**config.mk**
```make
export PLATFORM = sky130hd
export DESIGN_NAME = right_shifter_sticky_pipe
export DESIGN_NICKNAME = d
export VERILOG_FILES = /design/src/rtl/right_shifter_sticky_pipe.sv
export SDC_FILE = /design/constraint.sdc
export NUM_CORES = 1
export LEC_CHECK = 0
export CELL_PAD_IN_SITES_DETAIL_PLACEMENT = 2
export CELL_PAD_IN_SITES_GLOBAL_PLACEMENT = 2
export CORE_MARGIN = 2
export CORE_UTILIZATION = 33
export DETAILED_ROUTE_END_ITERATION = 8
export PLACE_DENSITY = 0.89
export SYNTH_ARGS = -nofsm -noshare
export SYNTH_HDL_FRONTEND = slang
export SYNTH_SLANG_ARGS = --single-unit
```
**constraint.sdc**
```tcl
create_clock -name i_clk -period 1.7 [get_ports i_clk]
set_input_delay 0.17 -clock i_clk [delete_from_list [all_inputs] [get_ports i_clk]]
set_output_delay 0.17 -clock i_clk [all_outputs]
set_load 0.02 [all_outputs]
```
**src/rtl/right_shifter_sticky_pipe.sv**
```systemverilog
// Two-stage pipelined logical right shifter with guard and sticky outputs.
//
// Stage 1 resolves the high shift bits i_s[clog2(N):SPLIT] and registers the
// partial result plus a partial guard and sticky. Stage 2 resolves the low
// bits i_s[SPLIT-1:0] and registers the final result. Each stage has a valid
// flag, and a valid/ready handshake runs at both ends.
//
// Parameters:
//   N      data width (a power of two, at least 4)
//   SPLIT  number of low shift bits resolved in stage 2 (1..clog2(N))
//
// Ports:
//   i_clk, i_rst_n     clock (rising edge), asynchronous active-low reset
//   i_valid, o_ready   operand handshake
//   i_in, i_s          data to shift and shift amount (0..2N-1)
//   i_padbit           value shifted in at the MSB
//   o_valid, i_ready   result handshake
//   o_r                shifted result
//   o_guard            last input bit shifted out
//   o_sticky           OR of every input bit shifted out
//
// Build option: define RIGHT_SHIFTER_STICKY_PIPE_STICKY_EN to implement
// o_sticky. When it is undefined the sticky logic is removed and o_sticky is 0.

module right_shifter_sticky_pipe #(
  parameter int unsigned N     = 16,
  parameter int unsigned SPLIT = $clog2(N) / 2
) (
  input  logic                 i_clk,
  input  logic                 i_rst_n,
  input  logic                 i_valid,
  output logic                 o_ready,
  input  logic [N-1:0]         i_in,
  input  logic [$clog2(N):0]   i_s,
  input  logic                 i_padbit,
  output logic                 o_valid,
  input  logic                 i_ready,
  output logic [N-1:0]         o_r,
  output logic                 o_guard,
  output logic                 o_sticky
);

  localparam int unsigned SW = $clog2(N);

  // Handshake.
  logic v1_q, v2_q;
  logic ld1, ld2, acc1;

  assign ld2     = !v2_q || i_ready;
  assign ld1     = !v1_q || ld2;
  assign acc1    = i_valid && ld1;
  assign o_ready = ld1;
  assign o_valid = v2_q;

  // Stage 1: coarse shift by the high shift bits (low SPLIT bits forced to 0).
  logic [SW:0]      amt1;
  logic [N-1:0]     r1_d, r1_q;
  logic             g1_d, g1_q;
  logic             pad1_q;
  logic [SPLIT-1:0] amt2_q;

  assign amt1 = {i_s[SW:SPLIT], {SPLIT{1'b0}}};

  // A shift of N or more leaves nothing but pad bits.
  assign r1_d = amt1[SW] ? {N{i_padbit}} : N'({{N{i_padbit}}, i_in} >> amt1);

  // Bit 0 of {in, 0} >> amt is in[amt-1], or 0 for amt = 0. Past N the last
  // bit shifted out is a pad bit.
  assign g1_d = (amt1[SW] && (|amt1[SW-1:0])) ? i_padbit : 1'(({i_in, 1'b0}) >> amt1);

  always_ff @(posedge i_clk or negedge i_rst_n) begin
    if (!i_rst_n) begin
      v1_q   <= 1'b0;
      r1_q   <= '0;
      g1_q   <= 1'b0;
      pad1_q <= 1'b0;
      amt2_q <= '0;
    end else begin
      if (ld1) v1_q <= i_valid;
      if (acc1) begin
        r1_q   <= r1_d;
        g1_q   <= g1_d;
        pad1_q <= i_padbit;
        amt2_q <= i_s[SPLIT-1:0];
      end
    end
  end

  // Stage 2: fine shift by the low shift bits.
  logic [N-1:0] r2_d, r2_q;
  logic         g2_d, g2_q;

  assign r2_d = N'({{N{pad1_q}}, r1_q} >> amt2_q);
  // Same guard trick as stage 1: with no further shift the stage-1 guard stands.
  assign g2_d = 1'({r1_q, g1_q} >> amt2_q);

  always_ff @(posedge i_clk or negedge i_rst_n) begin
    if (!i_rst_n) begin
      v2_q <= 1'b0;
      r2_q <= '0;
      g2_q <= 1'b0;
    end else begin
      if (ld2) v2_q <= v1_q;
      if (ld2 && v1_q) begin
        r2_q <= r2_d;
        g2_q <= g2_d;
      end
    end
  end

  assign o_r     = r2_q;
  assign o_guard = g2_q;

`ifdef RIGHT_SHIFTER_STICKY_PIPE_STICKY_EN
  localparam logic [2*N-1:0] One2 = {{(2*N-1){1'b0}}, 1'b1};
  localparam logic [N-1:0]   OneN = {{(N-1){1'b0}}, 1'b1};

  // Stage 1 also keeps the zero-filled shifted data, so that stage 2 can OR in
  // the real input bits it drops without counting pad bits.
  logic         st1_d, st1_q;
  logic [N-1:0] z1_d, z1_q;
  logic         st2_d, st2_q;

  assign st1_d = |(i_in & N'((One2 << amt1) - One2));
  assign z1_d  = i_in >> amt1;
  assign st2_d = st1_q || (|(z1_q & N'((OneN << amt2_q) - OneN)));

  always_ff @(posedge i_clk or negedge i_rst_n) begin
    if (!i_rst_n) begin
      st1_q <= 1'b0;
      z1_q  <= '0;
      st2_q <= 1'b0;
    end else begin
      if (acc1) begin
        st1_q <= st1_d;
        z1_q  <= z1_d;
      end
      if (ld2 && v1_q) st2_q <= st2_d;
    end
  end

  assign o_sticky = st2_q;
`else
  assign o_sticky = 1'b0;
`endif

endmodule

```
==> results.sh, run 1 <==
export IMPL_run_status="finished clean"
export IMPL_synth_nets=225
export IMPL_htreeDepth=2
export IMPL_cap_violations=0
export IMPL_worst_pin_slew_ns=0.5091
export IMPL_drive_gt1_share_pct=24.90
export IMPL_fin_crit_sh_pct=90.76
export IMPL_power_total_mw=3.566
export IMPL_clockPowerShare_pct=26.1
export IMPL_wl_per_cell_um=19.41
export IMPL_hold_viol_final=0
export IMPL_final_common_cell="clkdlybuf4s50_1"
export IMPL_n_antenna_cell=0
export IMPL_yosysTopAreaCell="dfrtp_1"
export IMPL_syn_inst=199
export IMPL_ys_seq_area_share_pct=43.36
export IMPL_ys_ff_latch=39
export IMPL_tritoncts="yes"
export IMPL_crit_path_top_delay_cell="mux4_2"
export IMPL_critical_path_required_ns=1.89
export IMPL_core_rowCount=30
export IMPL_switching_power_mw=1.117
export IMPL_gp_congestion=0.8669
export IMPL_slew_headroom_pct=66.06
export IMPL_routed_wirelength_mm=6.463
export IMPL_nets=278
export IMPL_path_max_fanout=13
export IMPL_syn_area_mm2=0.002251
export IMPL_slew_viol_final=0
export IMPL_die_area_mm2=0.007498
export IMPL_grt_max_degree=40
export IMPL_cts_root_buf="clkbuf_8"
export IMPL_grt_util_all_layers_pct=18.41
export IMPL_clkSlewWorstSetupHoldPaths_ns=0.09
export IMPL_synthDistinctLibCells=30
export IMPL_ys_warnings_count=0
export IMPL_drc=0
export IMPL_port_buffers=44
export IMPL_clk_latency_ns=0.30
export IMPL_leakagePower_nw=1.246
export IMPL_p_int_mw=2.448
export IMPL_cp_cell_sequence="buf_4 -> mux4_2 -> mux2_2"
export IMPL_core_mm2=0.006681
export IMPL_max_stage_delay_ns=0.54
export IMPL_p_sw_share_pct=31.34
export IMPL_powerDensity_mw_per_mm2=1199
export IMPL_die_y_um=86.59
export IMPL_grt_pass1_vias=1976
export IMPL_crit_arrival_ns=1.73
export IMPL_critical_path_class="reg -> reg"
export IMPL_hold_class="in -> async"
export IMPL_avgSynthCellArea_um2=11.31
export IMPL_setup_viol_count_final=0
export IMPL_numCtsBuffers=5
export IMPL_vias_per_cell=5.345
export IMPL_cp_end_kind="register"
export IMPL_cts_sinks=39
export IMPL_place_hpwl_mm=5.022
export IMPL_yosysTopAreaCellShare_pct=43.36
export IMPL_first_pass_iters=4
export IMPL_p_seq_share_pct=38.0
export IMPL_vias=1780
export IMPL_grt_overflow=0
export IMPL_fin_worst_skew_ns=0.009213
export IMPL_pwr_share_comb_pct=35.9
export IMPL_ios=46
export IMPL_start_util_pct=33.69
export IMPL_antenna_found_initial=0
export IMPL_min_period_ns=1.543
export IMPL_ant_nets=0
export IMPL_ir_drop_mv=0.3528
export IMPL_grt_pass1_wl_mm=10.51
export IMPL_final_fill_count=709
export IMPL_cts_max_path_buffers=2
export IMPL_drtIter0Drc=65
export IMPL_mostFrequentLayoutCells="clkdlybuf4s50_1 (42), dfrtp_1 (38), o21ai_0 (23)"
export IMPL_rsz0062_at_grt="false"
export IMPL_die_width_um=86.59
export IMPL_fmax_mhz=648.2
export IMPL_area_delta_synth_final_pct=32.07
export IMPL_ys_top_cells_by_area="dfrtp_1 (43%), mux4_2 (11%), mux2_2 (9.5%), mux2i_1 (6.7%), o21ai_0 (5.1%)"
export IMPL_critPathLaunchType="register"
export IMPL_finalSetupTns_ns=0
==> cell usage after synthesis <==
master    number
and2_1         2
a31oi_1        2
mux2i_1       15
o21ai_0       23
or2_1          1
a31o_1         1
a22o_1         1
mux2_4         2
conb_1         1
nor3_2         1
o22a_1         5
nand3b_1       1
buf_6          2
a21oi_1       12
mux4_1         1
mux4_2        11
nor2_1         6
buf_2          8
a211oi_1       1
inv_1          3
buf_4          5
clkbuf_1       1
a31o_2         3
dfrtp_1       39
nor2b_1        5
nand2_1       22
nand2b_1       3
o21ai_1        2
clkinv_1       1
mux2_2        19
==> sequential cells by signal, summed over array words and instances, names as in the netlist <==
register	count
o_valid	1
g1_q	1
pad1_q	1
amt2_q	2
o_r	16
v1_q	1
r1_q	16
o_guard	1
==> power groups by stage <==
stage	registers, mW	clock network (mW)	logic [mW]
final	1.35	0.932	1.28
after global routing	1.40	0.980	1.37
after CTS	1.36	0.950	1.30
after detailed placement	1.38	0	1.28
after global placement	1.34	0	1.23
after floorplan	1.49	0	0.563
==> worst max-delay path: cells and delay by family (launching register included) <==
kind	cells	cell delay, ns
muxes	2	0.82
DFF	1	0.37
buffers and inverters	1	0.24
==> metal layers <==
layer | vias to the layer above | wire length, um | GRT usage, %
met5 | - | 0 | 0
met2 | 42 | 3411 | 32.73
li1 | 825 | - | -
met4 | 0 | 116 | 6.534
met3 | 8 | 153 | 2.000
met1 | 905 | 2781 | 23.14
==> layout make-up <==
type | instances | area (um2) | area share, %
multi-input cells | 140 | 1156 | 38.89
flip-flops and latches | 39 | 977.2 | 32.87
repair buffers | 62 | 588.1 | 19.78
well taps | 80 | 100.1 | 3.367
clock buffers | 5 | 68.82 | 2.315
clock inverters | 3 | 67.56 | 2.273
inverters | 4 | 15.01 | 0.5051
==> repair_timing <==
action / CTS / global route
hold endpoints to repair: 39 / 0
setup endpoints to repair: 0 / 9
hold buffers: 1 / 0
buffers inserted: 0 / 0
gates resized for setup: 0 / 2
==> path summary, 6_finish.rpt <==
path	end	slack, ns	depth (start not counted)	from
min	r1_q[10]$_DFFE_PN0P_	0.46	3	i_rst_n
max reg2reg	o_r[11]$_DFFE_PN0P_	0.16	3	amt2_q[0]$_DFFE_PN0P_
min reg2reg	o_r[12]$_DFFE_PN0P_	0.49	2	o_r[12]$_DFFE_PN0P_
max in group asynchronous	amt2_q[1]$_DFFE_PN0P_	0.87	3	i_rst_n
min in group i_clk	amt2_q[0]$_DFFE_PN0P_	0.48	3	i_s[0]
max	o_r[11]$_DFFE_PN0P_	0.16	3	amt2_q[0]$_DFFE_PN0P_
==> stage by stage <==
stage / cells / util, % / setup slack (ns) / hold WS [ns] / cell area, um2
final: 333 / 44.49 / 0.1571 / 0.4552 / 2973
after global routing: 333 / 44.49 / 0.06317 / 0.4793 / 2973
after CTS: 333 / 44.44 / 0.005963 / 0.4650 / 2969
after detailed placement: 324 / 42.25 / -0.1499 / 0.2611 / 2823
after global placement: 324 / 42.25 / -0.05565 / 0.2525 / 2823
after floorplan: 199 / - / 0.1203 / -0.1256 / 2251
==> cell families (layout without fill, tap and decap cells) <==
logic type	after synthesis	count (layout)	synth area share [%]
compound gates	50	50	13.01
mux	48	48	29.68
simple gates	41	41	8.505
flops	39	39	43.36
buf+inv	20	74	5.281
other cells	1	1	0.1666
(Power assumes the default switching activity.)
==> run 2, diff against run 1 <==
- SETUP_SLACK_MARGIN: default -> 0.5
==> results.sh, run 2 (synthesis results as in run 1) <==
export IMPL_fin_worst_skew_ns=0.01281
export IMPL_grt_pass1_wl_mm=12.64
export IMPL_mostFrequentLayoutCells="dfrtp_1 (36), clkdlybuf4s50_1 (21), buf_4 (20)"
export IMPL_port_buffers=44
export IMPL_r2r_slack_ns=0.22
export IMPL_wl_per_cell_um=23.91
export IMPL_vias_per_cell=5.551
export IMPL_drc=0
export IMPL_cap_violations=0
export IMPL_nets=299
export IMPL_vias=1965
export IMPL_cts_max_path_buffers=2
export IMPL_finalSetupTns_ns=0
export IMPL_cts_root_buf="clkbuf_8"
export IMPL_first_pass_iters=4
export IMPL_reg2reg_to="o_r[11]$_DFFE_PN0P_"
export IMPL_place_hpwl_mm=5.169
export IMPL_die_width_um=86.59
export IMPL_ios=46
export IMPL_holdWs_ns=0.3178
export IMPL_grt_max_degree=22
export IMPL_grt_util_all_layers_pct=22.70
export IMPL_fin_crit_sh_pct=86.81
export IMPL_hold_viol_final=0
export IMPL_cp_end_kind="register"
export IMPL_final_common_cell="dfrtp_1"
export IMPL_startpoint="amt2_q[0]$_DFFE_PN0P_"
export IMPL_routed_wirelength_mm=8.464
export IMPL_clk_latency_ns=0.30
export IMPL_die_y_um=86.59
export IMPL_leakagePower_nw=1.496
export IMPL_die_area_mm2=0.007498
export IMPL_area_delta_synth_final_pct=51.86
export IMPL_core_rowCount=30
export IMPL_ir_drop_mv=0.3567
export IMPL_powerDensity_mw_per_mm2=1082
export IMPL_final_fill_count=673
export IMPL_gp_congestion=0.8444
export IMPL_critical_path_required_ns=1.88
export IMPL_ant_nets=0
export IMPL_fmax_mhz=677.6
export IMPL_worst_r2r_path_depth=3
export IMPL_start_util_pct=33.69
export IMPL_antenna_found_initial=0
export IMPL_slew_viol_final=0
export IMPL_tritoncts="yes"
export IMPL_hold_class="in -> async"
export IMPL_cts_sinks=39
export IMPL_clkSlewWorstSetupHoldPaths_ns=0.09
export IMPL_run_status="finished clean"
export IMPL_core_mm2=0.006681
export IMPL_rsz0062_at_grt="true"
export IMPL_critPathLaunchType="register"
export IMPL_r2r_start="amt2_q[0]$_DFFE_PN0P_"
export IMPL_min_period_ns=1.476
export IMPL_numCtsBuffers=5
export IMPL_grt_pass1_vias=2211
export IMPL_grt_overflow=0
export IMPL_drive_gt1_share_pct=42.70
export IMPL_setup_viol_count_final=0
export IMPL_critical_path_class="reg -> reg"
export IMPL_drtIter0Drc=62
export IMPL_crit_arrival_ns=1.66
export IMPL_n_antenna_cell=0
export IMPL_htreeDepth=2
export IMPL_path_max_fanout=11
## run 2: how the worst max path moves through the flow
stage                                endpoint  slack (ns)
after floorplan           r1_q[8]$_DFFE_PN0P_        0.26
after global placement    r1_q[2]$_DFFE_PN0P_       -0.06
after detailed placement  r1_q[2]$_DFFE_PN0P_       -0.13
after CTS                  o_r[6]$_DFFE_PN0P_        0.26
after global routing      o_r[10]$_DFFE_PN0P_        0.15
final                     o_r[11]$_DFFE_PN0P_        0.22
## run 2: cell type report
type | instances | area (um2) | share of cell area (%)
Clock inverter | 2 | 35.03 | 1.025
Sequential cell | 39 | 979.7 | 28.66
Timing Repair Buffer | 83 | 853.3 | 24.96
Clock buffer | 6 | 82.58 | 2.416
Tap cell | 80 | 100.1 | 2.928
Inverter | 4 | 15.01 | 0.4392
Multi-Input combinational cell | 140 | 1353 | 39.57
## run 2: critical path, cell delays in order, from the launching register on
cell     delay, ns
dfrtp_2       0.38
buf_12        0.15
mux4_2        0.54
mux2_2        0.28
## run 2: timing repair
action | in CTS | in global routing
hold buffers | 1 | 0
buffers inserted | 10 | 2
gates cloned | 2 | 0
gates resized for setup | 61 | 49
pin swaps | 7 | 2
hold endpoints to repair | 15 | 0
endpoints found under the setup margin | 55 | 42
## run 2: per-stage QoR
step | power [mW] | setup WS [ns] | util (%) | instances | cell area (um2)
2_1_floorplan | 2.083 | 0.2567 | - | 199 | 2292
3_3_place_gp | 2.605 | -0.05637 | 43.30 | 331 | 2893
3_5_place_dp | 2.692 | -0.1348 | 43.30 | 331 | 2893
4_1_cts | 3.531 | 0.2598 | 48.24 | 352 | 3223
5_1_grt | 3.877 | 0.1532 | 51.16 | 354 | 3418
6_report | 3.698 | 0.2242 | 51.16 | 354 | 3418
## run 2: per-layer routing
| layer | GRT usage (%) | share of wire, % |
|---|---|---|
| met5 | 0 | 0 |
| met4 | 6.818 | 2.8 |
| met2 | 43.01 | 55 |
| met1 | 26.25 | 39 |
| met3 | 3.238 | 3.1 |
## run 2: where the power goes
group / internal (mW) / switching, mW / total (mW)
registers: 1.16 / 0.219 / 1.38
logic: 0.776 / 0.718 / 1.49
clock network: 0.476 / 0.352 / 0.828
==> run 3, diff against run 2 <==
--- a/config.mk
+++ b/config.mk
@@ -9,7 +9,8 @@
 export CELL_PAD_IN_SITES_GLOBAL_PLACEMENT = 2
 export CORE_MARGIN = 2
-export CORE_UTILIZATION = 33
+export CORE_UTILIZATION = 40
 export DETAILED_ROUTE_END_ITERATION = 8
-export PLACE_DENSITY = 0.89
+export DONT_BUFFER_PORTS = 1
+export PLACE_DENSITY = 0.88
 export SETUP_SLACK_MARGIN = 0.5
 export SYNTH_ARGS = -nofsm -noshare
==> constraint.sdc (replaced) <==
create_clock -name i_clk -period 1.7 [get_ports i_clk]
set_input_delay 0.425 -clock i_clk [delete_from_list [all_inputs] [get_ports i_clk]]
set_output_delay 0.425 -clock i_clk [all_outputs]
set_load 0.02 [all_outputs]
==> results.sh, run 3 (synthesis results as in run 1) <==
export IMPL_run_status="finished with violations"
export IMPL_violations="negative hold slack"
export IMPL_ios=46
export IMPL_htreeDepth=2
export IMPL_power_total_mw=3.349
export IMPL_crit_family="multiplexers"
export IMPL_vias_per_cell=6.135
export IMPL_first_pass_iters=5
export IMPL_antenna_found_initial=0
export IMPL_die_width_um=79.02
export IMPL_routedLengthMet1_mm=3.357
export IMPL_seqCellArea_um2=989.7
export IMPL_ir_drop_mv=0.5365
export IMPL_worst_r2r_path_depth=3
export IMPL_cp_end_kind="register"
export IMPL_powerDensity_mw_per_mm2=1147
export IMPL_die_y_um=79.02
export IMPL_highest_layer="met4"
export IMPL_min_period_ns=1.561
export IMPL_start_util_pct=41.13
export IMPL_critical_path_class="reg -> reg"
export IMPL_cts_sinks=39
export IMPL_hold_viol_final=39
export IMPL_cts_max_path_buffers=2
export IMPL_startpoint="amt2_q[0]$_DFFE_PN0P_"
export IMPL_port_buffers=0
export IMPL_final_fill_count=530
export IMPL_slew_viol_final=0
export IMPL_ant_nets=0
export IMPL_grt_pass1_vias=1937
export IMPL_dr_wl_met2_mm=4.175
export IMPL_crit_arrival_ns=1.75
export IMPL_leakagePower_nw=1.266
export IMPL_drtIter0Drc=76
export IMPL_rsz0062_at_grt="true"
export IMPL_crit_path_top_delay_cell="mux4_2"
export IMPL_n_antenna_cell=0
export IMPL_cp_cell_sequence="buf_12 -> mux4_2 -> mux2_4"
export IMPL_path_max_fanout=7
export IMPL_multi_input_area_mm2=0.001409
export IMPL_reg2reg_to="o_r[11]$_DFFE_PN0P_"
export IMPL_holdWs_ns=-0.1943
export IMPL_grt_pass1_wl_mm=11.47
export IMPL_clkSlewWorstSetupHoldPaths_ns=0.08
export IMPL_critical_path_required_ns=1.89
export IMPL_nets=241
export IMPL_drive_gt1_share_pct=51.85
export IMPL_clk_latency_ns=0.31
export IMPL_area_delta_synth_final_pct=29.68
export IMPL_fin_crit_sh_pct=91.84
export IMPL_wl_per_cell_um=29.31
export IMPL_crit_end="o_r[11]$_DFFE_PN0P_"
export IMPL_cts_root_buf="clkbuf_8"
export IMPL_critPathLaunchType="register"
export IMPL_grt_max_degree=40
export IMPL_wl_met3_um=436
export IMPL_core_rowCount=27
export IMPL_cap_violations=0
export IMPL_drc=0
export IMPL_crit_buf_inv=1
export IMPL_routed_wirelength_mm=8.440
export IMPL_mostFrequentLayoutCells="dfrtp_1 (28), mux2_4 (17), mux2i_1 (14)"
export IMPL_grt_util_all_layers_pct=25.18
export IMPL_die_area_mm2=0.006243
export IMPL_r2r_slack_ns=0.14
export IMPL_r2r_start="amt2_q[0]$_DFFE_PN0P_"
export IMPL_tritoncts="yes"
export IMPL_numCtsBuffers=5
export IMPL_grt_overflow=0
export IMPL_gp_congestion=0.7293
export IMPL_core_mm2=0.005473
export IMPL_fin_worst_skew_ns=0.008570
export IMPL_vias=1767
export IMPL_hold_class="in -> async"
export IMPL_max_stage_delay_ns=0.57
export IMPL_finalSetupTns_ns=0
export IMPL_setup_viol_count_final=0
export IMPL_place_hpwl_mm=4.316
export IMPL_fmax_mhz=640.5
export IMPL_cp_num_cells=3
export IMPL_final_common_cell="dfrtp_1"
run 3: cell types whose count changed in the layout (fill, tap and decap cells not counted), moves of 8 or more:
cell	delta
dfrtp_2	+8
clkdlybuf4s50_1	-21
mux2_4	+10
dlygate4sd2_1	-15
mux2_2	-10
dfrtp_1	-8
buf_4	-10
run 3: repair_timing:
action | in CTS | in global routing
endpoints found under the hold margin | 39 | 39
gates cloned | 2 | 2
pin swaps | 3 | 6
buffers inserted | 13 | 0
resized for setup | 38 | 51
endpoints found under the setup margin | 39 | 53
run 3: worst min path at each step:
| stage | startpoint | to | slack [ns] | cells after the start |
|---|---|---|---|---|
| 2_1_floorplan | i_rst_n | amt2_q[0]$_DFFE_PN0P_ | 0.13 | 0 |
| 3_3_place_gp | i_rst_n | o_r[12]$_DFFE_PN0P_ | 0.13 | 0 |
| 3_5_place_dp | i_rst_n | o_r[12]$_DFFE_PN0P_ | 0.13 | 0 |
| 4_1_cts | i_rst_n | o_r[15]$_DFFE_PN0P_ | -0.18 | 0 |
| 5_1_grt | i_rst_n | r1_q[6]$_DFFE_PN0P_ | -0.21 | 0 |
| 6_report | i_rst_n | r1_q[6]$_DFFE_PN0P_ | -0.19 | 0 |
run 3: cell type report:
cell class,count,share of cell area [%]
timing repair buffer,25,11.44
clock buffer,7,2.615
inverter,4,0.5144
tap,72,3.086
multi-input combinational,140,48.26
sequential,39,33.90
clock inverter,1,0.1715
run 3: metal layers:
metal,up-vias,GRT usage [%]
met5,-,0
met4,0,7.931
met3,24,4.205
met2,75,44.07
met1,916,31.78
li1,752,-
run 3: stage by stage:
stage	utilization, %	setup WS [ns]	instance area (um2)	cells	hold slack [ns]
2_1_floorplan	-	0.1941	2298	199	0.1294
3_3_place_gp	42.30	0.1299	2315	263	0.1302
3_5_place_dp	42.30	0.05077	2315	263	0.1300
4_1_cts	48.72	0.2365	2666	286	-0.1836
5_1_grt	53.34	0.1068	2919	288	-0.2095
6_report	53.34	0.1387	2919	288	-0.1943
run 3: where the power goes:
| part | switching (mW) | internal [mW] | leakage, nW |
|---|---|---|---|
| sequential | 0.498 | 1.17 | 0.453 |
| combinational | 0.427 | 0.628 | 0.771 |
| clock | 0.335 | 0.288 | 0.0422 |
